`config.mk`:
```
export PLATFORM = sky130hd
export DESIGN_NAME = rob_retire_ctrl_flat
export DESIGN_NICKNAME = d
export VERILOG_FILES = /design/src/rtl/rob_retire_ctrl_if.sv /design/src/rtl/rob_retire_ctrl.sv /design/src/flat_wrapper.sv
export SDC_FILE = /design/constraint.sdc
export NUM_CORES = 1
export LEC_CHECK = 0
export CORE_MARGIN = 2
export CORE_UTILIZATION = 45
export CTS_CLUSTER_SIZE = 24
export DETAILED_ROUTE_END_ITERATION = 7
export PLACE_DENSITY = 0.66
export SYNTH_ARGS = -nofsm -noshare
export SYNTH_HDL_FRONTEND = slang
export SYNTH_SLANG_ARGS = --single-unit
```
`constraint.sdc`:
```
create_clock -name clk -period 6.4 [get_ports clk]
set_input_delay 1.28 -clock clk [delete_from_list [all_inputs] [get_ports clk]]
set_output_delay 1.28 -clock clk [all_outputs]
set_load 0.02 [all_outputs]
```
`src/rtl/rob_retire_ctrl_if.sv`:
```
`default_nettype none
// ============================================================================
// Module      : rob_retire_ctrl_if
// Description : Bundle of dispatch, completion, flush and free-list signals
//               exchanged with the ROB retirement controller.
//               master : dispatch/completion side (drives requests)
//               slave  : rob_retire_ctrl (drives status and frees)
// Ports       : alloc_valid/alloc_rd_old/alloc_ready/alloc_idx  - allocation
//               cmpl_valid/cmpl_idx                            - completion
//               flush                                          - discard all
//               free_valid/free_preg0/free_preg1               - freed tags
//               count/empty                                    - occupancy
// Revision    : 1.0 - initial release
// ============================================================================
interface rob_retire_ctrl_if #(
  parameter int IDX_W  = 4,
  parameter int PREG_W = 6
);
  logic              alloc_valid;
  logic [PREG_W-1:0] alloc_rd_old;
  logic              alloc_ready;
  logic [IDX_W-1:0]  alloc_idx;
  logic              cmpl_valid;
  logic [IDX_W-1:0]  cmpl_idx;
  logic              flush;
  logic [1:0]        free_valid;
  logic [PREG_W-1:0] free_preg0;
  logic [PREG_W-1:0] free_preg1;
  logic [IDX_W:0]    count;
  logic              empty;

  modport master (
    output alloc_valid, alloc_rd_old, cmpl_valid, cmpl_idx, flush,
    input  alloc_ready, alloc_idx, free_valid, free_preg0, free_preg1,
           count, empty
  );

  modport slave (
    input  alloc_valid, alloc_rd_old, cmpl_valid, cmpl_idx, flush,
    output alloc_ready, alloc_idx, free_valid, free_preg0, free_preg1,
           count, empty
  );
endinterface
`default_nettype wire

```
`src/rtl/rob_retire_ctrl.sv`:
```
`default_nettype none
// ============================================================================
// Module      : rob_retire_ctrl
// Description : Reorder-buffer retirement controller. Allocates entries in
//               program order, records out-of-order completions and retires
//               up to two completed entries per cycle in order, returning
//               each entry's old physical destination to the free list.
// Ports       : clk   - rising-edge clock
//               rst_n - asynchronous active-low reset
//               bus   - rob_retire_ctrl_if.slave (alloc/cmpl/flush in,
//                       alloc_ready/alloc_idx/count/empty/free_* out)
// Revision    : 1.0 - initial release
// ============================================================================
module rob_retire_ctrl #(
  parameter int ROB_SIZE = 16,
  parameter int IDX_W    = 4,
  parameter int PREG_W   = 6
) (
  input  wire               clk,
  input  wire               rst_n,
  rob_retire_ctrl_if.slave  bus
);

  localparam int CNT_W = IDX_W + 1;

  logic [IDX_W-1:0]  head_q, head_d;
  logic [IDX_W-1:0]  tail_q, tail_d;
  logic [CNT_W-1:0]  count_q, count_d;
  logic [ROB_SIZE-1:0] valid_q, valid_d;
  logic [ROB_SIZE-1:0] comp_q, comp_d;
  logic [PREG_W-1:0] rd_old_q [ROB_SIZE];
  logic [PREG_W-1:0] rd_old_d [ROB_SIZE];
  logic [1:0]        free_valid_q, free_valid_d;
  logic [PREG_W-1:0] free_preg0_q, free_preg0_d;
  logic [PREG_W-1:0] free_preg1_q, free_preg1_d;

  logic [IDX_W-1:0]  head_p1;
  logic              alloc_ready;
  logic              alloc_fire;
  logic              r0;
  logic              r1;

  always_comb begin
    head_p1     = head_q + IDX_W'(1);
    // Full blocks allocation even if a retire frees a slot this cycle;
    // the freed slot becomes visible through count_q next cycle.
    alloc_ready = (count_q < CNT_W'(ROB_SIZE));
    alloc_fire  = bus.alloc_valid && alloc_ready;

    // Retirement looks only at registered bits, so a completion arriving
    // this cycle cannot retire before the next edge.
    r0 = valid_q[head_q] && comp_q[head_q];
    r1 = r0 && valid_q[head_p1] && comp_q[head_p1];

    head_d       = head_q;
    tail_d       = tail_q;
    count_d      = count_q;
    valid_d      = valid_q;
    comp_d       = comp_q;
    rd_old_d     = rd_old_q;
    free_valid_d = {r1, r0};
    free_preg0_d = rd_old_q[head_q];
    free_preg1_d = rd_old_q[head_p1];

    if (bus.flush) begin
      head_d       = '0;
      tail_d       = '0;
      count_d      = '0;
      valid_d      = '0;
      comp_d       = '0;
      free_valid_d = 2'b00;
    end else begin
      if (bus.cmpl_valid && valid_q[bus.cmpl_idx]) begin
        comp_d[bus.cmpl_idx] = 1'b1;
      end
      // Retiring entries are valid and the allocated tail entry is not, so
      // the clears below never collide with the allocation write.
      if (r0) begin
        valid_d[head_q] = 1'b0;
        comp_d[head_q]  = 1'b0;
      end
      if (r1) begin
        valid_d[head_p1] = 1'b0;
        comp_d[head_p1]  = 1'b0;
      end
      if (alloc_fire) begin
        valid_d[tail_q]  = 1'b1;
        comp_d[tail_q]   = 1'b0;
        rd_old_d[tail_q] = bus.alloc_rd_old;
        tail_d           = tail_q + IDX_W'(1);
      end
      head_d  = head_q + IDX_W'(r0) + IDX_W'(r1);
      count_d = count_q + CNT_W'(alloc_fire) - CNT_W'(r0) - CNT_W'(r1);
    end
  end

  always_ff @(posedge clk or negedge rst_n) begin
    if (!rst_n) begin
      head_q       <= '0;
      tail_q       <= '0;
      count_q      <= '0;
      valid_q      <= '0;
      comp_q       <= '0;
      free_valid_q <= 2'b00;
      free_preg0_q <= '0;
      free_preg1_q <= '0;
      for (int i = 0; i < ROB_SIZE; i++) begin
        rd_old_q[i] <= '0;
      end
    end else begin
      head_q       <= head_d;
      tail_q       <= tail_d;
      count_q      <= count_d;
      valid_q      <= valid_d;
      comp_q       <= comp_d;
      free_valid_q <= free_valid_d;
      free_preg0_q <= free_preg0_d;
      free_preg1_q <= free_preg1_d;
      rd_old_q     <= rd_old_d;
    end
  end

  assign bus.alloc_ready = alloc_ready;
  assign bus.alloc_idx   = tail_q;
  assign bus.count       = count_q;
  assign bus.empty       = (count_q == '0);
  assign bus.free_valid  = free_valid_q;
  assign bus.free_preg0  = free_preg0_q;
  assign bus.free_preg1  = free_preg1_q;

endmodule
`default_nettype wire

```
`src/flat_wrapper.sv`:
```
// flat-port wrapper written by rule: the top's interface ports become plain ports
module rob_retire_ctrl_flat 
#(
  parameter int ROB_SIZE = 16,
  parameter int IDX_W    = 4,
  parameter int PREG_W   = 6
)
  (clk, rst_n, bus_alloc_valid, bus_alloc_rd_old, bus_cmpl_valid, bus_cmpl_idx, bus_flush, bus_alloc_ready, bus_alloc_idx, bus_free_valid, bus_free_preg0, bus_free_preg1, bus_count, bus_empty);
  rob_retire_ctrl_if #(.IDX_W(IDX_W), .PREG_W(PREG_W)) bus_i ();
  input  wire clk;
  input  wire rst_n;
  input wire logic [$bits(bus_i.alloc_valid)-1:0] bus_alloc_valid;
  input wire logic [$bits(bus_i.alloc_rd_old)-1:0] bus_alloc_rd_old;
  input wire logic [$bits(bus_i.cmpl_valid)-1:0] bus_cmpl_valid;
  input wire logic [$bits(bus_i.cmpl_idx)-1:0] bus_cmpl_idx;
  input wire logic [$bits(bus_i.flush)-1:0] bus_flush;
  output wire logic [$bits(bus_i.alloc_ready)-1:0] bus_alloc_ready;
  output wire logic [$bits(bus_i.alloc_idx)-1:0] bus_alloc_idx;
  output wire logic [$bits(bus_i.free_valid)-1:0] bus_free_valid;
  output wire logic [$bits(bus_i.free_preg0)-1:0] bus_free_preg0;
  output wire logic [$bits(bus_i.free_preg1)-1:0] bus_free_preg1;
  output wire logic [$bits(bus_i.count)-1:0] bus_count;
  output wire logic [$bits(bus_i.empty)-1:0] bus_empty;
  assign bus_i.alloc_valid = bus_alloc_valid;
  assign bus_i.alloc_rd_old = bus_alloc_rd_old;
  assign bus_i.cmpl_valid = bus_cmpl_valid;
  assign bus_i.cmpl_idx = bus_cmpl_idx;
  assign bus_i.flush = bus_flush;
  assign bus_alloc_ready = bus_i.alloc_ready;
  assign bus_alloc_idx = bus_i.alloc_idx;
  assign bus_free_valid = bus_i.free_valid;
  assign bus_free_preg0 = bus_i.free_preg0;
  assign bus_free_preg1 = bus_i.free_preg1;
  assign bus_count = bus_i.count;
  assign bus_empty = bus_i.empty;
  rob_retire_ctrl #(.ROB_SIZE(ROB_SIZE), .IDX_W(IDX_W), .PREG_W(PREG_W)) u_core (.clk(clk), .rst_n(rst_n), .bus(bus_i));
endmodule
```
==> results of run 1 <==
==> critical path, delay by kind of cell (launching register included) <==
kind | cells | cell delay [ps]
xor gates and xnor gates | 1 | 730
DFF | 1 | 420
AOI/OAI and AO/OA | 3 | 470
adders and majority gates | 3 | 610
buffers and inverters | 2 | 840
and+or+nand+nor | 6 | 1100
==> cell families after synthesis <==
family                     count (synthesis)
DFF                                      155
xor gates and xnor gates                  10
buffers and inverters                     73
muxes                                    170
adders and majority gates                 21
AOI/OAI and AO/OA                         99
and+or+nand+nor                          129
==> through the flow <==
stage / instance area, um^2 / utilization, % / hold slack [ps] / worst slack [ps] / power (mW)
after floorplan: 8527 / - / 491.3 / 2271 / 1.520
after global placement: 9084 / 48.72 / 500.8 / 2255 / 1.731
after detailed placement: 9084 / 48.72 / 513.0 / 2173 / 1.749
after CTS: 9662 / 51.83 / 528.3 / 2182 / 2.749
after global routing: 9662 / 51.83 / 541.4 / 1882 / 2.836
final: 9662 / 51.83 / 529.0 / 2149 / 2.733
==> area by class of cell <==
| cell class | count | area (um^2) | area share (%) |
|---|---|---|---|
| clock buffers | 19 | 442.9 | 4.584 |
| clock inverters | 13 | 135.1 | 1.399 |
| inverters | 30 | 112.6 | 1.166 |
| multi-input cells | 429 | 4343 | 44.95 |
| flip-flops and latches | 155 | 3884 | 40.20 |
| well taps | 234 | 292.8 | 3.030 |
| repair buffers | 47 | 451.7 | 4.675 |
==> synth_stat cells (6+ instances only) <==
cell,instances
mux2i_1,6
a21oi_1,29
and2_1,6
nand3_1,9
mux4_2,65
mux2_2,99
dfrtp_1,155
nor2b_1,9
o22ai_1,13
a211oi_1,8
nor3_1,13
o21ai_0,10
ha_1,19
buf_2,18
inv_1,29
clkbuf_1,22
nor2_1,29
o31ai_1,13
nand2_1,42
==> final timing paths <==
path | endpoint | cells after the start | from
max | u_core.bus.count[4] | 15 | u_core.head_q[0]
min | u_core.rd_old_q[2] | 1 | u_core.rd_old_q[2]
max in group asynchronous | u_core.bus.free_preg1[1] | 2 | rst_n
min in group asynchronous | u_core.bus.count[3] | 1 | rst_n
max reg2reg | u_core.bus.count[4] | 15 | u_core.head_q[0]
min reg2reg | u_core.rd_old_q[2] | 1 | u_core.rd_old_q[2]
==> cells in the final DEF (no fill, tap or decap), drive strengths merged, types with 12 or more instances in the layout <==
master	n
dfrtp	155
mux2	99
mux4	65
nand2	42
clkdlybuf4s50	38
inv	35
a21oi	29
nor2	29
ha	19
clkbuf	19
o31ai	17
o22ai	13
nor3	13
o21ai	12
==> report_power, final <==
| group | internal [mW] | total (mW) | switching (mW) |
|---|---|---|---|
| Combinational | 0.289 | 0.534 | 0.245 |
| Clock | 0.556 | 1.00 | 0.445 |
| Sequential | 1.11 | 1.20 | 0.0844 |
| Total | 1.96 | 2.73 | 0.775 |
==> state kept, by name, indices dropped and copies added (netlist names) <==
register / count
u_core.bus.free_preg0: 6
u_core.comp_q: 16
u_core.head_q: 4
u_core.bus.free_preg1: 6
u_core.bus.alloc_idx: 4
u_core.bus.count: 5
u_core.rd_old_q: 96
u_core.bus.free_valid: 2
u_core.valid_q: 16
==> metal layers <==
layer	GRT usage, %	vias to the layer above	wire length [um]
li1	-	2500	-
met5	0	-	0
met3	5.737	46	1571
met1	32.54	3006	9678
met2	36.77	237	10820
met4	8.895	0	571
==> impl_results.md, run 1 <==
- Core area: between 15,000 and 20,000 um^2
- Worst path slowest cell: buf_4
- GRT Overall Usage: about a quarter
- Crit-path cells: buf_4, nand3_1, xnor2_2, o21ai_2, nor2_1, nor3_1, ha_1, nor2_1, ha_1, inv_1, ha_1, a21oi_1, nor2_1, or3_1, a21oi_1
- Share of cells above drive strength 1: between 30% and 40%
- DRT antenna net count: 0
- Critical Path RT: between 6000 and 7000 ps
- Ranking of synthesized cells by area: dfrtp_1, mux4_2, mux2_2, ha_1, nand2_1
- First-pass GRT wire length: about 35 mm
- Number of antenna violations at the first check in global routing: 0
- Count of hold-fix buffers inserted at cts: 0
- Final Wtd Congestion: 0.9451
- Dominant cell type by area after synthesis: dfrtp_1
- Post-route insts no fill: between 900 and 1,000
- Ports: 40
- CTS Root Cell: clkbuf_16
- Post-synthesis adder-cell area fraction: between 3 and 4%
- Overflow after GRT: 0
- Max-Cap Viols: 0
- Min Tclk post-route: approximately 4300 ps
- Static leakage: slightly above 4 nW
- Cells after synthesis: around 660
- Dominant synthesized flop cell: dfrtp_1
- Worst EP arrival: around 4600 ps
- Chip width: approximately 140 um
- CTS Sinks: about 160
- Setup TNS Final: 0 ps
- Syn Std Cell Area: around 8500 um^2
- Worst-path fanout max: 67
- Die footprint: 20,070 um^2
- FP Rows: 50
- Max clock buf depth: 2
- Warnings, synthesis: 0
- Worst Skew: between 6 and 7 ps
- Cts repair resizes: 0
- Placed instance count: between 800 and 900
- PwrDens: between 200 and 300 nW/um^2
- Filler cells: ~1,600
- Postcts setup bufs: 0
- Run status: complete, no violations
- Post-synth EDFFs: 0
- Simple-gate portion of the synthesized area: 7.263%
- Final hold vios: 0
- Syn Nets: roughly 700
- Setup CP Type: flop to flop
- Area delta synth->final: 13.31%
- CTS H-tree lvls: 4
- Compound-Gate Fraction of Synth Area: 8.100%
- #FFs+latches synth: between 150 and 200
- Slew headroom: 17.54%
- Via count: 5,789
- Final slew viol count: 0
- DR WL/cell: 24.42 um
- Hold WC Path Type: flop to flop
- ANT cells: 0
- Final Cycle Share: between 60% and 70%
- Final setup fails: 0
- Async S/R FF share, synth: 100.0%
- Yosys top cell area share: about 45%
- Initial Utilization: between 40 and 50%
- CTS tree: yes
- Fmax: between 200 and 250 MHz
- Main combinational cell family by area after synthesis: multiplexers
- Slowest stage delay, CP: 780 ps
- Post-DP HPWL: between 10 and 15 mm
- Buffers on Ports: 39
- DRC viols: 0
- Reg2reg setup slack: roughly 2100 ps
- Syn Area/Cell: ~13 um^2
- Worst skew pair latency: approximately 430 ps
- CTS buffer count: 17
- Post-DR vias/cell: ~6.2
- Distinct cell type count of the synthesized netlist: 52
- Unrepaired setup endpoints after global routing: false
- Initial drt markers: 595
- CTS clock-pin slew for the worst setup and hold paths: 60 ps
- Post-Synth XOR/XNOR Area: around 1.3%
- Number of detailed-route iterations in the first pass: 5
- Vias in the first global route: 5,978
- Worst Tran Pin Value: roughly 1200 ps
- Crit end category: flop
- Startpoint Class: flop
- Worst vdd ir: 177.2 uV
- Multiplexer area fraction after synthesis: a little under a third
- Die height: about 140 um
- Largest net degree at the start of global routing: between 90 and 100
- Sequential area share after synthesis: a little under half
- Nets: 716
- Final wirelength: between 20 and 25 mm
Power figures use the tool's default switching activity.
==> run 2: changes to the inputs <==
==> constraint.sdc (replaced) <==
create_clock -name clk -period 4.4 [get_ports clk]
set_input_delay 0.88 -clock clk [delete_from_list [all_inputs] [get_ports clk]]
set_output_delay 0.88 -clock clk [all_outputs]
set_load 0.02 [all_outputs]
==> impl_results.md, run 2 (synthesis results as in run 1) <==
- Max reg flops: 96 (unchanged)
- Hold WC Path Type: input port to async pin (was flop to flop)
- Via count: 5,851 (was 5,789)
- Post-DR vias/cell: 6.251 (was 6.245)
- Share of cells above drive strength 1: 32.34% (was 31.46%)
- Initial Utilization: 45.74% (unchanged)
- Buffers on Ports: 39 (unchanged)
- Run status: complete, no violations (unchanged)
- Dpl cell area: 9159 um^2 (was 9084 um^2)
- DRT antenna net count: 0 (unchanged)
- Largest net degree at the start of global routing: 105 (was 97)
- Number of antenna violations at the first check in global routing: 1 (was 0)
- Largest regs: u_core.rd_old_q (96), u_core.comp_q (16), u_core.valid_q (16) (unchanged)
- Fmax: 260.1 MHz (was 235.2 MHz)
- Nets: 726 (was 716)
- Worst Skew: 10.31 ps (was 6.791 ps)
- Final Cycle Share: 87.37% (was 66.42%)
- Core area: 18,640 um^2 (unchanged)
- Chip width: 141.7 um (unchanged)
- Post-route insts no fill: 936 (was 927)
- Unrepaired setup endpoints after global routing: false (unchanged)
- Critical Path RT: 4750 ps (was 6760 ps)
- Initial drt markers: 562 (was 595)
- Max clock buf depth: 2 (unchanged)
- Startpoint Class: flop (unchanged)
- Count of hold-fix buffers inserted at cts: 0 (unchanged)
- Setup CP Type: flop to flop (unchanged)
- CTS H-tree lvls: 4 (unchanged)
- CTS clock-pin slew for the worst setup and hold paths: 70 ps (was 60 ps)
- Setup TNS Final: 0 ps (unchanged)
- Final hold vios: 0 (unchanged)
- Number of detailed-route iterations in the first pass: 5 (unchanged)
- First-pass GRT wire length: 36.60 mm (was 35.35 mm)
- Worst EP arrival: 4200 ps (was 4610 ps)
- Most frequent cells in the layout: dfrtp_1, mux2_2, mux4_2 (unchanged)
- CTS tree: yes (unchanged)
- Cts repair resizes: 0 (unchanged)
- Crit end category: flop (unchanged)
- WHS: 505.1 ps (was 529.0 ps)
- CTS buffer count: 17 (unchanged)
- FP Rows: 50 (unchanged)
- Post-DP HPWL: 15.80 mm (was 14.74 mm)
- Top reg by flops: u_core.rd_old_q (unchanged)
- Final wirelength: 23.35 mm (was 22.64 mm)
- Final setup fails: 0 (unchanged)
- Final slew viol count: 0 (unchanged)
- PwrDens: 410.2 nW/um^2 (was 282.8 nW/um^2)
- CTS Root Cell: clkbuf_16 (unchanged)
- Overall power: 3.996 mW (was 2.733 mW)
- Final Wtd Congestion: 0.9495 (was 0.9451)
- Die footprint: 20,070 um^2 (unchanged)
- Overflow after GRT: 0 (unchanged)
- DP Worst Slack: 566.7 ps (was 2173 ps)
- Ports: 40 (unchanged)
- Vias in the first global route: 6,274 (was 5,978)
- Area delta synth->final: 14.25% (was 13.31%)
- Commonest non-fill, non-tap cell in the layout: dfrtp_1 (unchanged)
- ANT cells: 0 (unchanged)
- DR WL/cell: 24.94 um (was 24.42 um)
- CTS Sinks: 155 (unchanged)
- Filler cells: 1,598 (was 1,567)
- Worst skew pair latency: 430 ps (about the same)
- Die height: 141.7 um (unchanged)
- Worst vdd ir: 265.1 uV (was 177.2 uV)
- DRC viols: 0 (unchanged)
- Final WS setup: 555.5 ps (was 2149 ps)
- GRT Overall Usage: 24.69% (was 23.66%)
- Worst Tran Pin Value: 1011 ps (was 1232 ps)
- Min Tclk post-route: 3844 ps (was 4251 ps)
- Slew headroom: 32.59% (was 17.54%)
- Worst-path fanout max: 57 (was 67)
- Postcts setup bufs: 0 (unchanged)
- Finished Cell Area: 9742 um^2 (was 9662 um^2)
- Static leakage: 4.092 nW (was 4.039 nW)
- Placed instance count: 905 (was 895)
- Reg2reg setup slack: 560 ps (was 2150 ps)
- Max-Cap Viols: 0 (unchanged)
- Fin util: 52.25% (was 51.83%)
[run 2: cell types whose count changed in the layout (fill, tap and decap cells not counted)]
cell,delta
bufinv_16,+1
buf_4,+10
clkinv_8,-1
inv_6,-3
clkinv_4,+2
[run 2: path summary, 6_finish.rpt]
check / startpoint / to / cells after the start
max: u_core.head_q[0] / u_core.bus.count[4] / 15
min: rst_n / u_core.bus.alloc_idx[1] / 1
max reg2reg: u_core.head_q[0] / u_core.bus.count[4] / 15
min reg2reg: u_core.rd_old_q[55] / u_core.rd_old_q[55] / 1
max in group asynchronous: rst_n / u_core.rd_old_q[24] / 2
min in group clk: u_core.rd_old_q[55] / u_core.rd_old_q[55] / 1
[run 2: critical path, stage by stage, from the launching register on]
cell and delay [ps]:
dfrtp_4 540, buf_4 700, nand3_1 240, xnor2_2 370, o21ai_2 160, nor2_1 180, nor3_1 90, ha_1 190
nor2_1 110, ha_1 160, inv_1 70, ha_1 280, a21oi_1 120, nor2_1 60, or3_1 340, a21oi_1 140
[run 2: final cells by class]
type / count / area [um^2] / share of cell area (%)
repair buffers: 57 / 526.8 / 5.407
flip-flops and latches: 155 / 3884 / 39.87
clock inverters: 12 / 140.1 / 1.438
well taps: 234 / 292.8 / 3.005
multi-input cells: 429 / 4343 / 44.58
inverters: 30 / 112.6 / 1.156
clock buffers: 19 / 442.9 / 4.547
[run 2: power by group]
part           internal (mW)  leakage (nW)  switching, mW
registers               1.62          2.10          0.126
logic                  0.424          1.71          0.363
clock network          0.854         0.281          0.611
[run 2: metal layers]
layer / wire length, um / share of wire, % / vias to the layer above / GRT usage [%]
li1: - / - / 2520 / -
met1: 9713 / 42 / 3037 / 32.56
met2: 11240 / 48 / 245 / 39.17
met3: 1602 / 6.9 / 49 / 5.737
met4: 794 / 3.4 / 0 / 11.37
met5: 0 / 0 / - / 0
==> run 3: changes to the inputs <==
--- a/config.mk
+++ b/config.mk
@@ -6,10 +6,11 @@
 export NUM_CORES = 1
 export LEC_CHECK = 0
 export CORE_MARGIN = 2
-export CORE_UTILIZATION = 45
+export CORE_UTILIZATION = 30
 export CTS_CLUSTER_SIZE = 24
 export DETAILED_ROUTE_END_ITERATION = 7
-export PLACE_DENSITY = 0.66
+export GPL_ROUTABILITY_DRIVEN = 0
+export PLACE_DENSITY = 0.49
 export SYNTH_ARGS = -nofsm -noshare
 export SYNTH_HDL_FRONTEND = slang
 export SYNTH_SLANG_ARGS = --single-unit
==> impl_results.md, run 3 (synthesis results as in run 1) <==
- Run status: complete, no violations (unchanged)
- Largest regs: u_core.rd_old_q (96), u_core.comp_q (16), u_core.valid_q (16) (unchanged)
- Final hold vios: 0 (unchanged)
- Worst EP arrival: 4220 ps (was 4200 ps)
- Most frequent cells in the layout: dfrtp_1, mux2_2, mux4_2 (unchanged)
- DRC viols: 0 (unchanged)
- Worst Tran Pin Value: 928.7 ps (was 1011 ps)
- Area delta synth->final: 16.49% (was 14.25%)
- Worst Skew: 18.79 ps (was 10.31 ps)
- Worst-path fanout max: 9 (was 57)
- FP Rows: 61 (was 50)
- DP Worst Slack: 534.5 ps (was 566.7 ps)
- Crit end category: flop (unchanged)
- Finished Cell Area: 9933 um^2 (was 9742 um^2)
- R2R Path Start: u_core.head_q[0] (unchanged)
- Largest net degree at the start of global routing: 95 (was 105)
- Number of antenna violations at the first check in global routing: 0 (was 1)
- Dpl cell area: 9316 um^2 (was 9159 um^2)
- Slew headroom: 38.09% (was 32.59%)
- Worst skew pair latency: 440 ps (was 430 ps)
- CTS tree: yes (unchanged)
- Final WS setup: 535.3 ps (was 555.5 ps)
- Post-DP HPWL: 16.03 mm (was 15.80 mm)
- First-pass GRT wire length: 37.76 mm (was 36.60 mm)
- Via count: 5,824 (was 5,851)
- GRT Overall Usage: 16.69% (was 24.69%)
- CTS H-tree lvls: 4 (unchanged)
- Cells on worst reg2reg path: 14 (was 15)
- CTS Sinks: 155 (unchanged)
- Postcts setup bufs: 0 (unchanged)
- Share of cells above drive strength 1: 32.29% (was 32.34%)
- Max-Cap Viols: 0 (unchanged)
- Worst vdd ir: 252.8 uV (was 265.1 uV)
- Die height: 172.6 um (was 141.7 um)
- Min Tclk post-route: 3865 ps (was 3844 ps)
- Post-DR vias/cell: 5.403 (was 6.251)
- Setup TNS Final: 0 ps (unchanged)
- Max clock buf depth: 2 (unchanged)
- Die footprint: 29,790 um^2 (was 20,070 um^2)
- Nets: 723 (was 726)
- DRT antenna net count: 0 (unchanged)
- Top reg by flops: u_core.rd_old_q (unchanged)
- Routed wl met2: 11.61 mm (was 11.24 mm)
- DR WL/cell: 22.32 um (was 24.94 um)
- Commonest non-fill, non-tap cell in the layout: dfrtp_1 (unchanged)
- Reg2reg setup slack: 540 ps (was 560 ps)
- Unrepaired setup endpoints after global routing: false (unchanged)
- Static leakage: 4.096 nW (was 4.092 nW)
- Critical Path RT: 4760 ps (was 4750 ps)
- Fmax: 258.8 MHz (was 260.1 MHz)
- Cts repair resizes: 0 (unchanged)
- Buffers on Ports: 39 (unchanged)
- Met3 routed WL: 1.388 mm (was 1.602 mm)
- Met1 Wirelength: 10.27 mm (was 9.713 mm)
- Count of hold-fix buffers inserted at cts: 0 (unchanged)
- Core area: 27,860 um^2 (was 18,640 um^2)
- CTS clock-pin slew for the worst setup and hold paths: 70 ps (about the same)
- Chip width: 172.6 um (was 141.7 um)
- Final slew viol count: 0 (unchanged)
- CTS buffer count: 17 (unchanged)
- Max reg flops: 96 (unchanged)
- Vias in the first global route: 6,095 (was 6,274)
- Initial Utilization: 30.61% (was 45.74%)
- Setup CP Type: flop to flop (unchanged)
- Final Cycle Share: 87.83% (was 87.37%)
- Final setup fails: 0 (unchanged)
- Hold WC Path Type: input port to async pin (unchanged)
- RR Endpoint: u_core.bus.count[4] (unchanged)
- CTS Root Cell: clkbuf_16 (unchanged)
- Overflow after GRT: 0 (unchanged)
- PwrDens: 406.2 nW/um^2 (was 410.2 nW/um^2)
- Ports: 40 (unchanged)
- Startpoint Class: flop (unchanged)
- Final wirelength: 24.06 mm (was 23.35 mm)
- Initial drt markers: 549 (was 562)
- Top Metal Used: met4 (unchanged)
- ANT cells: 0 (unchanged)
- Number of detailed-route iterations in the first pass: 4 (was 5)
==> run 3: per-layer routing <==
| layer | vias to the layer above | GRT usage, % |
|---|---|---|
| met5 | - | 0 |
| met4 | 0 | 6.909 |
| met3 | 46 | 2.946 |
| met2 | 216 | 27.26 |
| met1 | 3041 | 21.98 |
| li1 | 2521 | - |
==> run 3: power breakdown <==
group	total [mW]	internal (mW)	switching [mW]
Clock	1.51	0.780	0.735
Sequential	1.75	1.62	0.129
Combinational	0.775	0.423	0.351
Total	4.04	2.82	1.22
==> run 3: worst max-delay path by stage <==
stage | from | to
finish | u_core.head_q[0] | u_core.bus.count[4]
global route | u_core.head_q[0] | u_core.bus.count[4]
CTS | u_core.head_q[0] | u_core.bus.count[4]
detailed placement | u_core.head_q[0] | u_core.bus.count[4]
global placement | u_core.head_q[0] | u_core.bus.count[4]
floorplan | u_core.head_q[1] | u_core.bus.count[4]
==> run 3: stage by stage <==
step / hold WS, ps / util (%) / power, mW / std cells
after floorplan: 491.3 / - / 2.212 / 657
after global placement: 500.5 / 33.44 / 2.528 / 1046
after detailed placement: 511.0 / 33.44 / 2.549 / 1046
after CTS: 525.8 / 35.66 / 4.071 / 1078
after global routing: 535.5 / 35.66 / 4.218 / 1078
final: 513.4 / 35.66 / 4.035 / 1078
==> run 3: layout make-up <==
type,count,area (um^2)
clock inverters,15,191.4
inverters,30,112.6
repair buffers,54,504.2
well taps,378,473.0
flip-flops and latches,155,3884
fillers,2681,17920
clock buffers,17,425.4
multi-input cells,429,4343
==> run 3: worst max-delay path, stage by stage (launching register included) <==
cell	delay, ps
dfrtp_4	550
ha_1	350
xor2_4	200
mux4_2	560
a2111oi_4	530
nor3_1	120
ha_1	200
nor2_1	110
ha_1	150
inv_1	60
ha_1	280
a21oi_1	130
nor2_1	70
or3_1	350
a21oi_1	140
